## config.mk

```make
export PLATFORM = sky130hd
export DESIGN_NAME = audio_frame_capture
export DESIGN_NICKNAME = d
export VERILOG_FILES = /design/src/rtl/audio_capture_pkg.sv /design/src/rtl/audio_frame_ram.sv /design/src/rtl/audio_frame_capture.sv
export SDC_FILE = /design/constraint.sdc
export NUM_CORES = 2
export LEC_CHECK = 0
export CAP_MARGIN = 10
export CORE_ASPECT_RATIO = 1.5
export CORE_UTILIZATION = 25
export DETAILED_ROUTE_END_ITERATION = 16
export PLACE_DENSITY = 0.4
export RECOVER_POWER = 25
export SETUP_SLACK_MARGIN = 0.2
export SYNTH_ARGS = -nofsm -noshare
export SYNTH_HDL_FRONTEND = slang
export SYNTH_SLANG_ARGS = --single-unit
```

## constraint.sdc

```tcl
create_clock -name CLOCK_50 -period 37 [get_ports CLOCK_50]
set_clock_uncertainty 0.2 [all_clocks]
set_input_delay 3.7 -clock CLOCK_50 [delete_from_list [all_inputs] [get_ports CLOCK_50]]
set_output_delay 3.7 -clock CLOCK_50 [all_outputs]
set_load 0.1 [all_outputs]
```

## src/rtl/audio_capture_pkg.sv

```systemverilog
// Shared types and helpers for the audio frame capture block: FSM encoding,
// sample width, mono mixing and saturating absolute value.
package audio_capture_pkg;

  localparam int SAMPLE_W = 16;

  typedef enum logic [1:0] {
    IDLE    = 2'd0,
    ARMED   = 2'd1,
    CAPTURE = 2'd2,
    DONE    = 2'd3
  } cap_state_t;

  // |x| with the single unrepresentable case (-32768) clamped to +32767.
  function automatic logic [SAMPLE_W-1:0] sat_abs16(input logic [SAMPLE_W-1:0] x);
    logic [SAMPLE_W-1:0] r;
    if (x == 16'h8000)  r = 16'h7FFF;
    else if (x[SAMPLE_W-1]) r = -x;
    else                r = x;
    return r;
  endfunction

  // Average of two signed samples computed in 17 bits, so it never overflows.
  function automatic logic [SAMPLE_W-1:0] mono_mix(input logic [SAMPLE_W-1:0] l16,
                                                   input logic [SAMPLE_W-1:0] r16);
    logic [SAMPLE_W:0] s;
    s = {l16[SAMPLE_W-1], l16} + {r16[SAMPLE_W-1], r16};
    return s[SAMPLE_W:1];
  endfunction

endpackage

```

## src/rtl/audio_frame_ram.sv

```systemverilog
// Simple dual-port frame buffer: one synchronous write port and one registered
// read port sharing the same clock.
module audio_frame_ram #(
  parameter int DEPTH  = 256,
  parameter int ADDR_W = 8,
  parameter int DATA_W = 16
) (
  input  logic              clk,
  input  logic              reset,
  input  logic              we,
  input  logic [ADDR_W-1:0] waddr,
  input  logic [DATA_W-1:0] wdata,
  input  logic [ADDR_W-1:0] raddr,
  output logic [DATA_W-1:0] rdata
);

  logic [DATA_W-1:0] mem [DEPTH];

  // NOTE: the array has no reset so it maps onto block RAM; only the output register is cleared.
  always_ff @(posedge clk) begin
    if (we) mem[waddr] <= wdata;
  end

  always_ff @(posedge clk or posedge reset) begin
    if (reset) rdata <= '0;
    else       rdata <= mem[raddr];
  end

endmodule

```

## src/rtl/audio_frame_capture.sv

```systemverilog
// Drains the audio input FIFO, mixes to mono, boxcar-decimates, and captures a
// voice-triggered frame into RAM for the recognition datapath.
module audio_frame_capture
  import audio_capture_pkg::*;
#(
  parameter int          DECIM     = 4,
  parameter int          FRAME_LEN = 256,
  parameter int          ADDR_W    = 8,
  parameter logic [15:0] THRESH    = 16'h0800
) (
  input  logic              CLOCK_50,
  input  logic              reset,
  input  logic              audio_in_available,
  input  logic [31:0]       left_channel_audio_in,
  input  logic [31:0]       right_channel_audio_in,
  output logic              read_audio_in,
  input  logic              arm,
  output logic              frame_ready,
  input  logic              frame_done_ack,
  input  logic [ADDR_W-1:0] rd_addr,
  output logic [15:0]       rd_data,
  output logic [15:0]       level,
  output logic [1:0]        state
);

  localparam int LOG2_DECIM = $clog2(DECIM);
  localparam int ACC_W      = SAMPLE_W + LOG2_DECIM;
  localparam logic [LOG2_DECIM-1:0] CNT_LAST  = LOG2_DECIM'(DECIM - 1);
  localparam logic [ADDR_W-1:0]     WPTR_LAST = ADDR_W'(FRAME_LEN - 1);

  // The FIFO is always drained, independent of capture state.
  assign read_audio_in = audio_in_available;

  logic                    accept;
  logic [SAMPLE_W-1:0]     mono;
  logic [ACC_W-1:0]        acc_q;
  logic [ACC_W-1:0]        acc_sum;
  logic [LOG2_DECIM-1:0]   cnt_q;
  logic                    dec_valid;
  logic [SAMPLE_W-1:0]     dec_sample;
  logic [SAMPLE_W-1:0]     dec_abs;

  logic unused_low_bits;
  assign unused_low_bits = ^{left_channel_audio_in[15:0], right_channel_audio_in[15:0]};

  assign accept     = audio_in_available;
  assign mono       = mono_mix(left_channel_audio_in[31:16], right_channel_audio_in[31:16]);
  assign acc_sum    = acc_q + {{LOG2_DECIM{mono[SAMPLE_W-1]}}, mono};
  assign dec_valid  = accept && (cnt_q == CNT_LAST);
  // Taking the top SAMPLE_W bits of the sum is the arithmetic shift by log2(DECIM).
  assign dec_sample = acc_sum[ACC_W-1 -: SAMPLE_W];
  assign dec_abs    = sat_abs16(dec_sample);

  // NOTE: sequential state uses non-blocking assignments only; combinational logic uses blocking.
  always_ff @(posedge CLOCK_50 or posedge reset) begin
    if (reset) begin
      acc_q <= '0;
      cnt_q <= '0;
      level <= '0;
    end else begin
      if (accept) begin
        if (dec_valid) begin
          acc_q <= '0;
          cnt_q <= '0;
        end else begin
          acc_q <= acc_sum;
          cnt_q <= cnt_q + 1'b1;
        end
      end
      if (dec_valid) level <= dec_abs;
    end
  end

  cap_state_t          state_q, state_d;
  logic [ADDR_W-1:0]   wptr_q, wptr_d;
  logic                ram_we;
  logic [ADDR_W-1:0]   ram_waddr;

  // NOTE: every output of this block is defaulted first so no latch can be inferred.
  always_comb begin
    state_d   = state_q;
    wptr_d    = wptr_q;
    ram_we    = 1'b0;
    ram_waddr = wptr_q;
    unique case (state_q)
      IDLE: begin
        if (arm) begin
          state_d = ARMED;
          wptr_d  = '0;
        end
      end
      ARMED: begin
        if (dec_valid && (dec_abs >= THRESH)) begin
          ram_we    = 1'b1;
          ram_waddr = '0;
          wptr_d    = ADDR_W'(1);
          state_d   = CAPTURE;
        end
      end
      CAPTURE: begin
        if (dec_valid) begin
          ram_we = 1'b1;
          if (wptr_q == WPTR_LAST) state_d = DONE;
          else                     wptr_d  = wptr_q + 1'b1;
        end
      end
      DONE: begin
        if (frame_done_ack) state_d = IDLE;
      end
      default: state_d = IDLE;
    endcase
  end

  always_ff @(posedge CLOCK_50 or posedge reset) begin
    if (reset) begin
      state_q     <= IDLE;
      wptr_q      <= '0;
      frame_ready <= 1'b0;
    end else begin
      state_q     <= state_d;
      wptr_q      <= wptr_d;
      frame_ready <= (state_d == DONE);
    end
  end

  assign state = state_q;

  audio_frame_ram #(
    .DEPTH  (FRAME_LEN),
    .ADDR_W (ADDR_W),
    .DATA_W (SAMPLE_W)
  ) u_ram (
    .clk   (CLOCK_50),
    .reset (reset),
    .we    (ram_we),
    .waddr (ram_waddr),
    .wdata (dec_sample),
    .raddr (rd_addr),
    .rdata (rd_data)
  );

endmodule

```

; ---- Yosys cells after proc, flatten, opt, wreduce, memory -nomap -nowiden
; Memory sizes are Yosys's and may differ from the RTL's. A register that Yosys moved wholly into a read port is not among the register bits.
; Index checks and enable logic that the tools add are counted.
[totals]
reg_bits = 47
ramBits = 4096
in_bits = 77
out_inout_bits = 36
word_cells = 51
memories = 1
[memory_table]
columns = name, depth, word_bits, read_ports, rd_ports_with_merged_regs, write_ports, line
row1 = u_ram.mem, 256, 16, 1, 1, 1, audio_frame_ram.sv:17  ; logic [DATA_W-1:0] mem [DEPTH];
[op_classes]
addsub = 5
magnitude_cmp = 1
n_eq_ne = 11
muxes = 22
reduce_logical = 5
[ops]
columns = op, count
row1 = $mux 8, 6
row2 = $mux 16, 2
row3 = $pmux 8 s3, 1
row4 = $add 18x18->18, 1
row5 = $mux 18, 1
row6 = $add 16x16->17, 1
row7 = $eq 16x16->1 const B, 1
row8 = $ge 16x12->1 const B, 1
row9 = $neg 16->16, 1
row10 = $mux 2, 6
row11 = $add 8x1->8 const B, 1
row12 = $eq 2x2->1 const B, 4
row13 = $eq 8x8->1 const B, 1
row14 = $ne 2x2->1 const B, 4
row15 = $pmux 2 s4, 1
row16 = $reduce_and 5->1, 1
row17 = $mux 1, 4
row18 = $reduce_bool 3->1, 1
row19 = $add 2x1->2 const B, 1
row20 = $eq 2x1->1 const B, 1
row21 = $logic_and 1x1->1, 2
row22 = $logic_not 2->1, 1
row23 = $pmux 1 s2, 1

; ---- Logic depth before layout (Yosys ltp)
[depth]
depth_word = 11
depth_mapped = 27
depth_no_buf = 25

; ---- Modules after synthesis
; Synthesis repeated with hierarchy kept, for this count alone.
[unflattened]
cells_unflattened = 7894
hier_area_um2 = 163187.8
[by_module_without_submodules]
columns = mod, n_inst, cells_per_inst, area_each_um2, seq_area_each_um2
row1 = audio_frame_ram, 1, 7364, 158796.0, 123398.3
row2 = audio_frame_capture, 1, 530, 4391.7, 1176.1

; ---- Worst setup path after synthesis
; OpenSTA, ideal clock, no wires.
[synth_path]
path_kind = input port to flip-flop
start = in left_channel_audio_in[18]
end = mem u_ram.mem[134][0], enable pin
setup_ns = 0.430
arrival_time_ns = 19.850
required_time_ns = 36.370
setup_slack_ns = 16.520
cell_stages = 22
n_path_buf = 3
path_cell_list = ha_1 -> nor2b_1 -> o31a_1 -> o41a_1 -> o21ai_0 -> nand2b_1 -> a21oi_1 -> xnor2_1 -> ha_1 -> clkbuf_1 -> and3_1 -> and3_1 -> a211oi_1 -> nor4b_4 -> nand4_1 -> and4_1 -> a211oi_2 -> o21ai_2 -> nand2_1 -> buf_6 -> buf_6 -> nor4_1
[synth_between]
elab_chain_cells = 11
word_cells_on_any_way = 14
classes_between = 3 x add/sub / 1 x order compare / 1 x eq/ne / 8 x mux / 1 x reduce/logical
[synth_rtl]
columns = item, line
row1 = "start, declared", audio_frame_capture.sv:14  ; input logic [31:0] left_channel_audio_in,
row2 = $add 16x16->17 *, audio_capture_pkg.sv:27  ; s = {l16[SAMPLE_W-1], l16} + {r16[SAMPLE_W-1], r16};
row3 = $add 18x18->18 *, audio_frame_capture.sv:48  ; assign acc_sum = acc_q + {{LOG2_DECIM{mono[SAMPLE_W-1]}}, mono};
row4 = net acc_sum[10], audio_frame_capture.sv:37  ; logic [ACC_W-1:0] acc_sum;
row5 = $neg 16->16, audio_capture_pkg.sv:18  ; else if (x[SAMPLE_W-1]) r = -x;
row6 = $mux 16, audio_capture_pkg.sv:18
row7 = $mux 16 *, audio_capture_pkg.sv:17  ; if (x == 16'h8000) r = 16'h7FFF;
row8 = $ge 16x12->1 *, audio_frame_capture.sv:93  ; if (dec_valid && (dec_abs >= THRESH)) begin
row9 = $logic_and 1x1->1 *, audio_frame_capture.sv:93
row10 = $mux 1, audio_frame_capture.sv:93
row11 = $pmux 1 s2, audio_frame_capture.sv:85  ; unique case (state_q)
row12 = $mux 1, audio_frame_ram.sv:21  ; if (we) mem[waddr] <= wdata;
row13 = $mux 1 (implied by the code), audio_frame_ram.sv:21
row14 = "end, declared", audio_frame_ram.sv:17
; The timed path passes the listed nets; every way through them passes the cells marked *.

; ---- Worst setup path in the final report
[layout_path]
start = in left_channel_audio_in[17]
end = mem u_ram.mem[103][7], enable pin
; Same word-level chain as after synthesis.

==> metrics.txt <==
status finished, violations left; failing checks capacitance limit, slew limit; cts hold-fix bufs 0; Relative slew margins -271.7%; DRC Markers 0; Post-Syn Instances ~6700; final hold vios 0; Slew @ Worst Pin 5576 ps; Max-Cap Viols 27; Min Clock Period, post-route ~16000 ps; Final Wtd Congestion 0.7584; vias per inst 4.550; Slew Viols, Final 2216; Critical Path End Type flip-flop; global-route wire length before repair 655600 µm; die area 0.6507 mm²; Syn Nets ~6800; mapped cell area 0.1618 mm²; number of setup buffers added after CTS 0; Highest Clock Rate roughly 61 MHz; DP Wirelength roughly 280000 µm; post-synth cell types 81; crit start category input port; Post-synth EDFFs 4096; clock tree from TritonCTS built; hold_ws 282.9 ps; first-iteration detailed-routing DRC count 5881; drt first pass iters 5; PostCTS Resize Cnt 0; die height 987.4 µm; remaining antenna violation count 0; post-place setup slack 23720 ps; CTS root buf clkbuf_16; commonest non-fill, non-tap cells in the layout edfxtp_1 (4096), mux4_2 (1360), clkbuf_16 (414), buf_4 (315), clkbuf_1 (108); Worst Path Required approximately 37000 ps; Rows 361; Post-synth top flop edfxtp_1; core region area about 0.64 mm²; FILL cells 62270; # IOs 113; Avg Synthesized Cell Area approximately 24 µm²; footprint of the multi-input gates about 0.037 mm²; IO Port Bufs 80; GRT overflow 0; die width 658.9 µm; Total Wirelength 473400 µm; via count 73380; Slowest-stage cell, CP clkinvlp_2; Area Overhead vs Synth 16.80%; FF+latch count, synth 4159; Setup CP Type in -> reg; WP buf/inv 6; RSZ-0062 raised after global routing false; final core utilization 29.33%; Worst-Skew Late Latency 990 ps; min-delay worst type reg -> reg; largest net degree at the start of global routing 131; max incr delay on CP between 3000 and 4000 ps; commonest non-fill, non-tap cell in the layout edfxtp_1; TritonCTS buffer count 414; antenna violations before repair 45; vias in the first global route ~79000; VDD IR max roughly 110 µV; Final nets 7307; most frequent CP cell buf_4; Synthesis Warnings 0; setup TNS 0 ps; Crit path max-delay family buffers and inverters; clock sink count 4159; period utilisation layout 43.96%; Lkg Pwr 56.64 nW; H-tree levels 5; sequential cell area 0.1246 mm²; CTS max path bufs 4; CP arrival 16690 ps; final setup margin 20730 ps; fraction of registers with async set or reset after synthesis ~1.5%; CP max FO 116; All-Layer GR Usage between 10% and 20%; final setup vio count 0; share of cells above drive strength 1 about a third; sequential area share after synthesis slightly below 80%; power density cells ~76 mW/mm²; clk slew on worst S/H paths roughly 60 ps; Initial Util 25.11%; wire per inst 29.35 µm
-- per-stage QoR --
stage          power, mW  std cells  cell area [µm²]
2_1_floorplan      9.044       6725           161800
3_3_place_gp       10.06      15300           175900
3_5_place_dp       10.26      15300           175900
4_1_cts            14.43      16050           189100
5_1_grt            14.99      16120           189000
6_report           14.42      16130           189000
-- path summary, 6_finish.rpt --
kind | startpoint | to | slack (ps) | depth (start not counted)
min in group asynchronous | reset | level[6] | 3180 | 2
max in group asynchronous | reset | u_ram.rdata[10] | 29290 | 3
setup reg to reg | acc_q[0] | u_ram.mem[103][7] | 25180 | 19
setup / recovery | left_channel_audio_in[17] | u_ram.mem[103][7] | 20730 | 28
hold reg to reg | cnt_q[0] | cnt_q[0] | 280 | 1
hold / removal | cnt_q[0] | cnt_q[0] | 280 | 1
-- cell families after synthesis --
| family | Yosys count | share of synthesized area [%] |
|---|---|---|
| mux | 1365 | 18.96 |
| simple gates | 504 | 1.657 |
| xor+xnor | 29 | 0.1616 |
| flops | 4159 | 76.97 |
| fa+ha+maj | 42 | 0.3340 |
| compound gates | 190 | 0.8636 |
| buf+inv | 436 | 1.052 |
-- Yosys cell counts (all sizes together) (3+ instances only) --
master / number / share of area, %
mux4: 1360 / 19
o21bai: 3 / 0.014
o31a: 4 / 0.022
nor4b: 3 / 0.026
o31ai: 8 / 0.037
o21a: 10 / 0.046
xnor2: 24 / 0.13
nor4: 85 / 0.47
a31oi: 10 / 0.039
mux2: 3 / 0.021
and3: 8 / 0.031
or2: 8 / 0.031
xor2: 5 / 0.032
nor3: 28 / 0.087
o211ai: 4 / 0.022
o41ai: 3 / 0.016
buf: 117 / 0.31
dfrtp: 63 / 0.97
or3: 5 / 0.019
and2: 6 / 0.023
nand2: 79 / 0.18
nor2: 207 / 0.48
a31o: 4 / 0.022
inv: 57 / 0.13
nand4: 13 / 0.062
nor2b: 16 / 0.062
nand3: 25 / 0.093
edfxtp: 4096 / 76
clkbuf: 262 / 0.61
o21ai: 32 / 0.10
nand2b: 11 / 0.043
a2111oi: 3 / 0.028
ha: 40 / 0.31
a21oi: 40 / 0.13
o22ai: 18 / 0.070
a211oi: 15 / 0.096
o2bb2ai: 3 / 0.016
and4: 3 / 0.016
a21o: 16 / 0.074
-- flip-flops by register name, indices dropped and copies added (netlist names) --
name,flops
cnt_q,2
frame_ready,1
u_ram.mem,4096
acc_q,18
state,2
level,16
u_ram.rdata,16
wptr_q,8
-- layer usage --
layer  wire (µm)  part of all wire (%)  global-route usage, %
met5          21                0.0044                      0
met2      255800                    54                  26.54
met1      187200                    40                  17.45
met3       17560                   3.7                  1.605
met4       12780                   2.7                  4.000
-- report_power, final --
group / internal [mW] / switching [mW] / total (mW)
Combinational: 0.375 / 2.53 / 2.91
Sequential: 7.35 / 0.0175 / 7.37
Clock: 2.27 / 1.87 / 4.14
-- final cells by class --
cell class | instances | area share, %
clock inverters | 250 | 1.310
well taps | 8530 | 5.646
clock buffers | 502 | 5.655
multi-input cells | 2130 | 19.41
inverters | 57 | 0.1291
repair buffers | 426 | 1.854
diodes | 75 | 0.09928
flip-flops and latches | 4159 | 65.90
No activity file was read; power rests on OpenSTA's default activity.
